<file path="config.mk">
export PLATFORM = sky130hd
export DESIGN_NAME = mdu_iter
export DESIGN_NICKNAME = d
export VERILOG_FILES = /design/src/rtl/mdu_iter.sv
export SDC_FILE = /design/constraint.sdc
export NUM_CORES = 1
export LEC_CHECK = 0
export CAP_MARGIN = 10
export CORE_ASPECT_RATIO = 1.4
export CORE_UTILIZATION = 49
export CTS_CLUSTER_DIAMETER = 120
export DETAILED_ROUTE_END_ITERATION = 6
export PLACE_DENSITY_LB_ADDON = 0.12
export REMOVE_ABC_BUFFERS = 1
export SLEW_MARGIN = 25
export SYNTH_ARGS = -nofsm -noshare
export SYNTH_HDL_FRONTEND = slang
export SYNTH_SLANG_ARGS = --single-unit
export TNS_END_PERCENT = 20
</file>
<file path="constraint.sdc">
create_clock -name clk -period 10.56 [get_ports clk]
set_clock_uncertainty 0.2 [all_clocks]
set_input_delay 2.112 -clock clk [delete_from_list [all_inputs] [get_ports clk]]
set_output_delay 2.112 -clock clk [all_outputs]
set_load 0.005 [all_outputs]
</file>
<file path="src/rtl/mdu_iter.sv">
// Iterative multiply/divide unit that owns HI/LO. It computes one shift-add or restoring-divide step per cycle, W steps per operation.
// Optional macro MDU_DIVZERO_EN adds a single-cycle divide-by-zero path and a sticky div0 output.
module mdu_iter #(
    parameter int unsigned W = 32
) (
    input  logic         clk,
    input  logic         rst,
    input  logic         start,
    input  logic [1:0]   op,
    input  logic [W-1:0] a,
    input  logic [W-1:0] b,
    input  logic         hi_we,
    input  logic         lo_we,
    input  logic [W-1:0] wdata,
    output logic         busy,
    output logic         done,
    output logic [W-1:0] hi,
    output logic [W-1:0] lo
`ifdef MDU_DIVZERO_EN
    ,
    output logic         div0
`endif
);
    localparam int unsigned CW = (W > 1) ? $clog2(W) : 1;
    localparam int unsigned AW = 2 * W;

    typedef enum logic [1:0] {S_IDLE, S_RUN, S_FIX} state_t;

    state_t        state_q;
    logic [CW-1:0] cnt_q;
    logic [1:0]    op_q;
    logic          sign_a_q;
    logic          sign_b_q;
    logic [W-1:0]  opb_q;
    logic [AW-1:0] acc_q;
    logic [AW-1:0] acc_d;
    logic [W-1:0]  hi_q;
    logic [W-1:0]  lo_q;
    logic [W-1:0]  hi_d;
    logic [W-1:0]  lo_d;
    logic          busy_q;
    logic          done_q;
`ifdef MDU_DIVZERO_EN
    logic          dz_q;
    logic          div0_q;
`endif

    logic          sa_in;
    logic          sb_in;
    logic [W-1:0]  mag_a;
    logic [W-1:0]  mag_b;
    logic [W:0]    mul_sum;
    logic [W:0]    div_diff;
    logic [AW-1:0] prod;
    logic          neg_res;
    logic          neg_rem;

    // Operand prep, one iteration step, and final sign correction
    always_comb begin
        sa_in    = ~op[0] & a[W-1];
        sb_in    = ~op[0] & b[W-1];
        mag_a    = sa_in ? (~a + W'(1)) : a;
        mag_b    = sb_in ? (~b + W'(1)) : b;

        // acc = {partial product | remainder, multiplier | dividend}
        mul_sum  = {1'b0, acc_q[AW-1:W]} + {1'b0, opb_q & {W{acc_q[0]}}};
        div_diff = acc_q[AW-1:W-1] - {1'b0, opb_q};
        if (op_q[1]) begin
            acc_d = div_diff[W] ? {acc_q[AW-2:0], 1'b0}
                                : {div_diff[W-1:0], acc_q[W-2:0], 1'b1};
        end else begin
            acc_d = {mul_sum, acc_q[W-1:1]};
        end

        neg_res = ~op_q[0] & (sign_a_q ^ sign_b_q);
        neg_rem = ~op_q[0] & sign_a_q;
        prod    = neg_res ? (~acc_q + AW'(1)) : acc_q;
        if (op_q[1]) begin
            lo_d = neg_res ? (~acc_q[W-1:0] + W'(1)) : acc_q[W-1:0];
            hi_d = neg_rem ? (~acc_q[AW-1:W] + W'(1)) : acc_q[AW-1:W];
        end else begin
            hi_d = prod[AW-1:W];
            lo_d = prod[W-1:0];
        end
    end

    // Control FSM and architectural HI/LO state
    always_ff @(posedge clk) begin
        if (rst) begin
            state_q  <= S_IDLE;
            cnt_q    <= '0;
            op_q     <= '0;
            sign_a_q <= 1'b0;
            sign_b_q <= 1'b0;
            opb_q    <= '0;
            acc_q    <= '0;
            hi_q     <= '0;
            lo_q     <= '0;
            busy_q   <= 1'b0;
            done_q   <= 1'b0;
`ifdef MDU_DIVZERO_EN
            dz_q     <= 1'b0;
            div0_q   <= 1'b0;
`endif
        end else begin
            done_q <= 1'b0;
            case (state_q)
                S_IDLE: begin
                    if (start) begin
                        op_q     <= op;
                        sign_a_q <= sa_in;
                        sign_b_q <= sb_in;
                        opb_q    <= mag_b;
                        acc_q    <= {W'(0), mag_a};
                        cnt_q    <= '0;
                        busy_q   <= 1'b1;
`ifdef MDU_DIVZERO_EN
                        div0_q   <= 1'b0;
                        if (op[1] && (b == '0)) begin
                            dz_q    <= 1'b1;
                            acc_q   <= {W'(0), a};
                            state_q <= S_FIX;
                        end else begin
                            dz_q    <= 1'b0;
                            state_q <= S_RUN;
                        end
`else
                        state_q  <= S_RUN;
`endif
                    end else begin
                        if (hi_we) hi_q <= wdata;
                        if (lo_we) lo_q <= wdata;
                    end
                end
                S_RUN: begin
                    acc_q <= acc_d;
                    cnt_q <= CW'(cnt_q + 1'b1);
                    if (cnt_q == CW'(W - 1)) state_q <= S_FIX;
                end
                S_FIX: begin
`ifdef MDU_DIVZERO_EN
                    if (dz_q) begin
                        hi_q   <= acc_q[W-1:0];
                        lo_q   <= '1;
                        div0_q <= 1'b1;
                    end else begin
                        hi_q <= hi_d;
                        lo_q <= lo_d;
                    end
`else
                    hi_q <= hi_d;
                    lo_q <= lo_d;
`endif
                    busy_q  <= 1'b0;
                    done_q  <= 1'b1;
                    state_q <= S_IDLE;
                end
                default: state_q <= S_IDLE;
            endcase
        end
    end

    assign busy = busy_q;
    assign done = done_q;
    assign hi   = hi_q;
    assign lo   = lo_q;
`ifdef MDU_DIVZERO_EN
    assign div0 = div0_q;
`endif

endmodule

</file>
* Yosys cells after proc, flatten, opt, wreduce, memory -nomap -nowiden
Cells that the tools add are included.
** Storage, ports and cells
- Flip-flop bits (word level) :: 173
- Output and inout port bits :: 66
- Input port bits :: 103
- Logic and storage cells :: 74
** Operators by class
- Bitwise operators :: 13
- Add/sub/neg operators :: 8
- Muxes and demuxes :: 25
- Eq/ne operators :: 8
- Reductions and logical operators :: 9
** Operators by type and width (count)
- $mux 32 :: 10
- $mux 64 :: 4
- $add 32x1->32 const B :: 4
- $not 32->32 :: 4
- $pmux 32 s2 :: 2
- $pmux 64 s2 :: 1
- $add 64x1->64 const B :: 1
- $not 64->64 :: 1
- $add 32x32->33 :: 1
- $sub 33x32->33 :: 1
- $and 32x32->32 :: 1
- $ne 2x2->1 const B :: 5
- $pmux 5 s2 :: 1
- $reduce_and 2->1 :: 4
- $reduce_and 3->1 :: 2
- $add 5x1->5 const B :: 1
- $eq 5x5->1 const B :: 1
- $mux 5 :: 1
- $and 1x1->1 :: 4
- $mux 2 :: 2
- $pmux 2 s2 :: 1
- $reduce_bool 2->1 :: 2
- $eq 2x1->1 const B :: 1
- $eq 2x2->1 const B :: 1
- 5 further kinds :: 7

* Depth between registers and ports, before layout
Gate-level depths: netlist of the first run.
- Word-level depth :: 5
- Gate-level depth with buffers :: 15
- Mapped depth without buffers :: 13

* Worst setup path before layout of the first run
Ideal clock, no wire load.
- Path kind :: input port to flip-flop
- Start point :: input b[4]
- End point :: register opb_q[26]
- Setup time :: 0.086 ns
- Arrival :: 4.325 ns
- Slack :: 5.950 ns
- Stages on the path :: 9
- Buffers on the path :: 0
- Data required time :: 10.274 ns
- Path through :: or4_4 nor3_1 nand2_1 or4_4 nor4_4 nand2_1 o41ai_1 xor2_1 a211oi_1
** On the way
- Word-level cells in the longest chain between the ends :: 3
** RTL lines
- start, declared :: line 11 : input logic [W-1:0] b,
- $not 32->32 :: line 63 : mag_b = sb_in ? (~b + W'(1)) : b;
- $add 32x1->32 :: line 63
- $mux 32 :: line 63
- end signal, assigned :: line 113 : opb_q <= mag_b;
- end, declared :: line 34 : logic [W-1:0] opb_q;
No other way between the ends.
A chain may end at the register's enable or synchronous reset.

* Worst setup path after layout of the first run
Same ends and word-level chain as after synthesis.

==> metrics.txt, run 1 <==
largest net degree at the start of global routing 98; Worst-Skew Late Latency 0.46 ns; number of antenna violations at the first check in global routing 0; Fillers 2748; synth top area cells dfxtp_1 25%, mux2i_1 8.1%, a211oi_1 7.0%, ha_1 6.3%, nor2_1 5.9%; Die Ht 201 microns; Synth Instances 1823; Top Usage Layer GRT met2; WL final 42900 microns; R2R Path Start acc_q[0]; Final nets 2085; Hold Violations, Final 0; RePlAce Congestion 0.943; Register-to-Register Path Depth 13; post-synth top area share 24.9%; area of the mapped netlist 0.0139 sq mm; non-filler cells, final 2292; power density cells 121 mW/mm^2; peak supply drop 0.000124 V; met3 Usage GRT 3.90%; Initial Util 50.1%; Mapped Avg Cell Area 7.63 sq um; HP Class reg -> reg; initial DRC count 762; M1 GR Usage 34.6%; r2r setup slk 5.88 ns; drt pass-1 iters 7; Setup Viol. Count Final 0; Slew Limit Fails 0; Crit path largest cell delay 0.57 ns; Layout Utilization 59.0%; fmax 0.201 GHz; Data required, critical path 10.72 ns; Max-slew headroom 24.3%; Seq cells post-synth 173; Hold Path Depth 2; Reg clk slew, reported paths 0.07 ns; crit-path cells clkdlybuf4s50_1, or4_4, nor3_1, nand2_1, or4_4, nor4_4, nand2_1, o41ai_1, xor2_1, a211oi_1; core footprint 0.0277 sq mm; FF-to-FF End acc_q[60]; crit-path max FO 6; Synth-to-Final Area Change 17.7%; Post-synth ARST share 0%; fin crit share 47.2%; area leader, netlist dfxtp_1; worst hold path startpoint opb_q[31]; Place WS 4.77 ns; Num Clock Sinks 173; clock root buffer clkbuf_16; Final ANT Viol Nets 0; Seq/Total Area, Yosys 24.9%; critical path capture point type flop; leakage power 6.38 nW; Startpoint Class input port; n_diodes 0; hold_buf cts 0; I/O pin cnt 169; Die Wd 144 microns; Clock Tree Buf Depth 2; via count 13608; outcome complete, but fails checks; prevailing post-synth register cell dfxtp_1; CTS tree done; dpl cells 2261; Setup Buffers After CTS 0; die area 0.0291 sq mm; GR Overflow Total 0; Crit-path slowest cell or4_4; grt met2 use 53.0%; DP HPWL 32500 microns; GRT Total Usage 29.9%; vias per inst 5.94; H-tree depth 4; final worst slack 5.58 ns; residual DRC count 2; vias in the first global route 13225; Synth cell types 66; max-capacitance violation count 0; final setup TNS 0 ns; first-pass GRT wire length 68200 microns; port bufs 168; Worst-Margin Slew 1.12 ns; hold endpoint opb_q[31]; ratio of cells with drive above 1 in the final layout 4.21%; critical path type in -> reg; Worst EP arrival 5.14 ns; CTS Buf Count 17; setup repair after global routing missed its margin no; violated checks DRC; FP Rows 72; Yosys Warn Count 0; wire length per cell 18.7 microns; Post-synth EDFFs 0; minimum clock period 4.98 ns; CTS resizes 0
worst max-delay path, delay by kind of cell:
family	cells	cell delay [ns]
AND/OR/NAND/NOR	6	1.84
AO/OA/AOI/OAI	2	0.63
buffers and inverters	1	0.46
XOR/XNOR	1	0.11
layout make-up:
type                            count  area [sq um]  area share, %
Multi-Input combinational cell   1451          9720           59.4
Timing Repair Buffer              192          1860           11.4
Inverter                           75           282           1.72
Clock inverter                      9           113          0.688
Tap cell                          370           463           2.83
Sequential cell                   173          3460           21.2
Clock buffer                       22           474           2.90
registers in the layout, summed over array words and instances, names as in the netlist, 2 cells and up:
signal and flops:
opb_q 32, hi 32, op_q 2, lo 32
acc_q 64, state_q 2, cnt_q 5
per-stage QoR:
step	cell area, sq um	total power [mW]	hold slack (ns)
6_report	16400	1.99	0.256
5_1_grt	16400	2.08	0.297
4_1_cts	16400	1.99	0.259
3_5_place_dp	15800	1.35	0.248
3_3_place_gp	15800	1.34	0.242
2_1_floorplan	13400	1.14	0.226
synth_stat cells, types with 6 or more instances:
| cell type | instances |
|---|---|
| mux2i_1 | 113 |
| a311oi_1 | 10 |
| xnor2_1 | 91 |
| o22ai_1 | 13 |
| nor2_1 | 220 |
| nand4_1 | 14 |
| nand3_1 | 23 |
| or4_1 | 7 |
| o211a_1 | 6 |
| a21o_1 | 18 |
| ha_1 | 70 |
| a22oi_1 | 19 |
| o21a_1 | 8 |
| o211ai_1 | 9 |
| clkbuf_1 | 110 |
| nor3_1 | 52 |
| nand2_1 | 115 |
| a31oi_1 | 22 |
| nor4_1 | 18 |
| buf_1 | 9 |
| a2111oi_0 | 6 |
| o31ai_1 | 18 |
| nor2b_1 | 11 |
| and2_1 | 11 |
| and3_1 | 7 |
| a211oi_1 | 130 |
| nand2b_1 | 19 |
| xor2_1 | 74 |
| o21bai_1 | 9 |
| dfxtp_1 | 173 |
| o21ai_0 | 110 |
| inv_1 | 74 |
| or3_1 | 27 |
| a21oi_1 | 138 |
cell families (layout without fill, tap and decap cells):
family	after synthesis	after routing	synth area share (%)
fa+ha+maj	72	72	6.58
compound gates	548	548	25.3
xor+xnor	165	165	10.4
flops	173	173	24.9
mux	117	117	8.45
simple gates	549	549	18.9
buf+inv	199	298	5.50
how the worst max path moves through the flow:
stage / startpoint / to / depth (start not counted)
floorplan: start / acc_q[60] / 6
global placement: a[7] / acc_q[28] / 9
detailed placement: a[7] / acc_q[28] / 9
CTS: a[7] / acc_q[28] / 9
global route: b[4] / opb_q[26] / 10
finish: b[4] / opb_q[26] / 10
layer usage:
layer / routed length, microns / up-vias
met4: 1890 / 0
met3: 1640 / 101
met2: 21400 / 357
met5: 0 / -
li1: - / 6806
met1: 18100 / 6344
report_power, final:
group	total (mW)	internal, mW	switching (mW)
sequential	0.746	0.694	0.0514
combinational	0.599	0.260	0.339
clock	0.642	0.366	0.276
cells in the final DEF, fill, tap and decap left out, types with 8 or more instances in the layout:
cell type        instances
nor2_1                 220
o211ai_1                 9
nor4_1                  17
or3_1                   27
o21ai_0                109
a311oi_1                10
nand2_1                114
buf_4                   25
nand2b_1                18
nor2b_1                 10
a21oi_1                138
clkdlybuf4s50_1        167
a22oi_1                 19
a21o_1                  18
ha_1                    70
o31ai_1                 18
dfxtp_1                172
clkbuf_16               17
inv_1                   74
a31oi_1                 22
o22ai_1                 13
nand4_1                 14
o21bai_1                 9
mux2i_1                113
and2_1                   8
a211oi_1               130
xnor2_1                 91
nand3_1                 23
xor2_1                  74
o21a_1                   8
nor3_1                  51
Power figures use the tool's default switching activity.
==> run 2, diff against run 1 <==
- clock period: 10.56 -> 4.1 ns (I/O delays scaled with it)
==> metrics.txt, run 2 (synthesis results as in run 1) <==
crit-path max FO 4 (-2); Slew Limit Fails 0 (unchanged); Worst EP arrival 3.84 ns (-1.30 ns); RePlAce Congestion 0.973 (+3.1%); Initial Util 50.1% (unchanged); number of antenna violations at the first check in global routing 0 (unchanged); Die Wd 144 microns (unchanged); vias per inst 5.92 (-0.30%); Final nets 2135 (+2.4%); residual DRC count 0 (-2); most frequent cells in the layout 220 x nor2_1, 172 x dfxtp_1, 167 x clkdlybuf4s50_1; hold_buf cts 0 (unchanged); Max-slew headroom 45.8% (+22 points); largest net degree at the start of global routing 68 (-31%); Biggest register acc_q; initial DRC count 840 (+10%); total chip power 5.22 mW (+160%); leakage power 6.65 nW (+4.3%); port bufs 168 (unchanged); FP Rows 72 (unchanged); Num Clock Sinks 173 (unchanged); Synth-to-Final Area Change 20.8%; Data required, critical path 4.23 ns (-6.49 ns); Setup Viol. Count Final 0 (unchanged); number of flip-flops in the largest register 64 (unchanged); Hold Path Depth 2 (unchanged); critical path capture point type flop; Hold Violations, Final 0 (unchanged); Worst-Margin Slew 0.813 ns (-0.308 ns); fmax 0.270 GHz; outcome finished, final reports clean; FF-to-FF End acc_q[59]; wire length per cell 18.6 microns (-0.63%); Final ANT Viol Nets 0 (unchanged); WL final 43600 microns (+1.6%); setup repair after global routing missed its margin no; Register-to-Register Path Depth 14 (+1); die area 0.0291 sq mm (unchanged); Clock Tree Buf Depth 2 (unchanged); drt pass-1 iters 6 (-1); peak supply drop 0.000284 V (+130%); CTS tree done; HP Class reg -> reg; H-tree depth 4 (unchanged); GR Overflow Total 0 (unchanged); most common cell after layout, fill and taps aside nor2_1; non-filler cells, final 2343 (+2.2%); n_diodes 0 (unchanged); DP HPWL 33300 microns (+2.6%); CTS resizes 0 (unchanged); power density cells 311 mW/mm^2 (+160%); Worst-Skew Late Latency 0.45 ns (about the same); R2R Path Start opb_q[0]; first-pass GRT wire length 69300 microns (+1.5%); via count 13869 (+1.9%); ratio of cells with drive above 1 in the final layout 6.74% (+2.5 points); fin crit share 90.5%; core footprint 0.0277 sq mm (unchanged); hold endpoint opb_q[15]; critical path type reg -> reg; Startpoint Class flop; GRT Total Usage 30.3% (+0.41 points); r2r setup slk 0.39 ns (-5.49 ns); clock root buffer clkbuf_16; CTS Buf Count 17 (unchanged); max-capacitance violation count 0 (unchanged); Reg clk slew, reported paths 0.07 ns (about the same); vias in the first global route 13535 (+2.3%); WHS 0.253 ns (-0.00378 ns); minimum clock period 3.71 ns; Setup Buffers After CTS 0 (unchanged); source of the critical timing path opb_q[0]; dpl cells 2311 (+2.2%); Die Ht 201 microns (unchanged); worst hold path startpoint opb_q[15]; I/O pin cnt 169 (unchanged)
## run 2: cell count changes in the layout (fill, tap and decap cells not counted), moves of 2 or more
cell	change
clkbuf_1	-2
clkinvlp_4	+2
inv_6	+4
buf_4	+46
buf_12	+4
clkinv_4	-4
## run 2: stage by stage
stage	setup slack (ns)	cell area (sq um)	TNS, ns	util [%]
3_3_place_gp	0.0328	16200	0	58.3
5_1_grt	0.202	16800	0	60.6
6_report	0.391	16800	0	60.6
3_5_place_dp	0.0313	16200	0	58.4
4_1_cts	0.398	16800	0	60.6
2_1_floorplan	-0.0191	13400	-0.0383	-
## run 2: critical path, cell delays in order (launching register included)
cell and delay [ns]:
dfxtp_1 0.42, and2_1 0.15, ha_1 0.18, inv_1 0.06, fa_1 0.37, nand2b_1 0.19, a21oi_1 0.19, nor4_1 0.08
buf_4 0.14, o41a_1 0.47, o211a_1 0.31, o31ai_1 0.44, xor2_1 0.13, a22oi_1 0.14, o21ai_0 0.10
## run 2: where the power goes
part | internal, mW | switching [mW] | total, mW
Sequential | 1.79 | 0.117 | 1.90
Clock | 0.951 | 0.738 | 1.69
Combinational | 0.727 | 0.903 | 1.63
Total | 3.47 | 1.76 | 5.22
## run 2: metal layers
metal | wire length (microns) | global-route usage (%) | part of all wire (%)
met1 | 17800 | 35.1 | 41
met2 | 22200 | 55.0 | 51
met3 | 1970 | 3.28 | 4.5
met4 | 1620 | 13.4 | 3.7
met5 | 0 | 0 | 0
## run 2: worst max path at each step
stage	to	slack, ns	depth (start not counted)
floorplan	hi[16]	-0.02	6
global placement	opb_q[26]	0.03	10
detailed placement	opb_q[26]	0.03	10
CTS	acc_q[59]	0.40	14
global route	acc_q[33]	0.20	14
finish	acc_q[59]	0.39	14
## run 2: cell type report
class,instances,area [sq um]
timing repair buffer,242,2280
multi-input combinational,1451,9710
fill,2645,10900
sequential,173,3460
clock inverter,12,133
tap,370,463
inverter,75,282
clock buffer,20,467
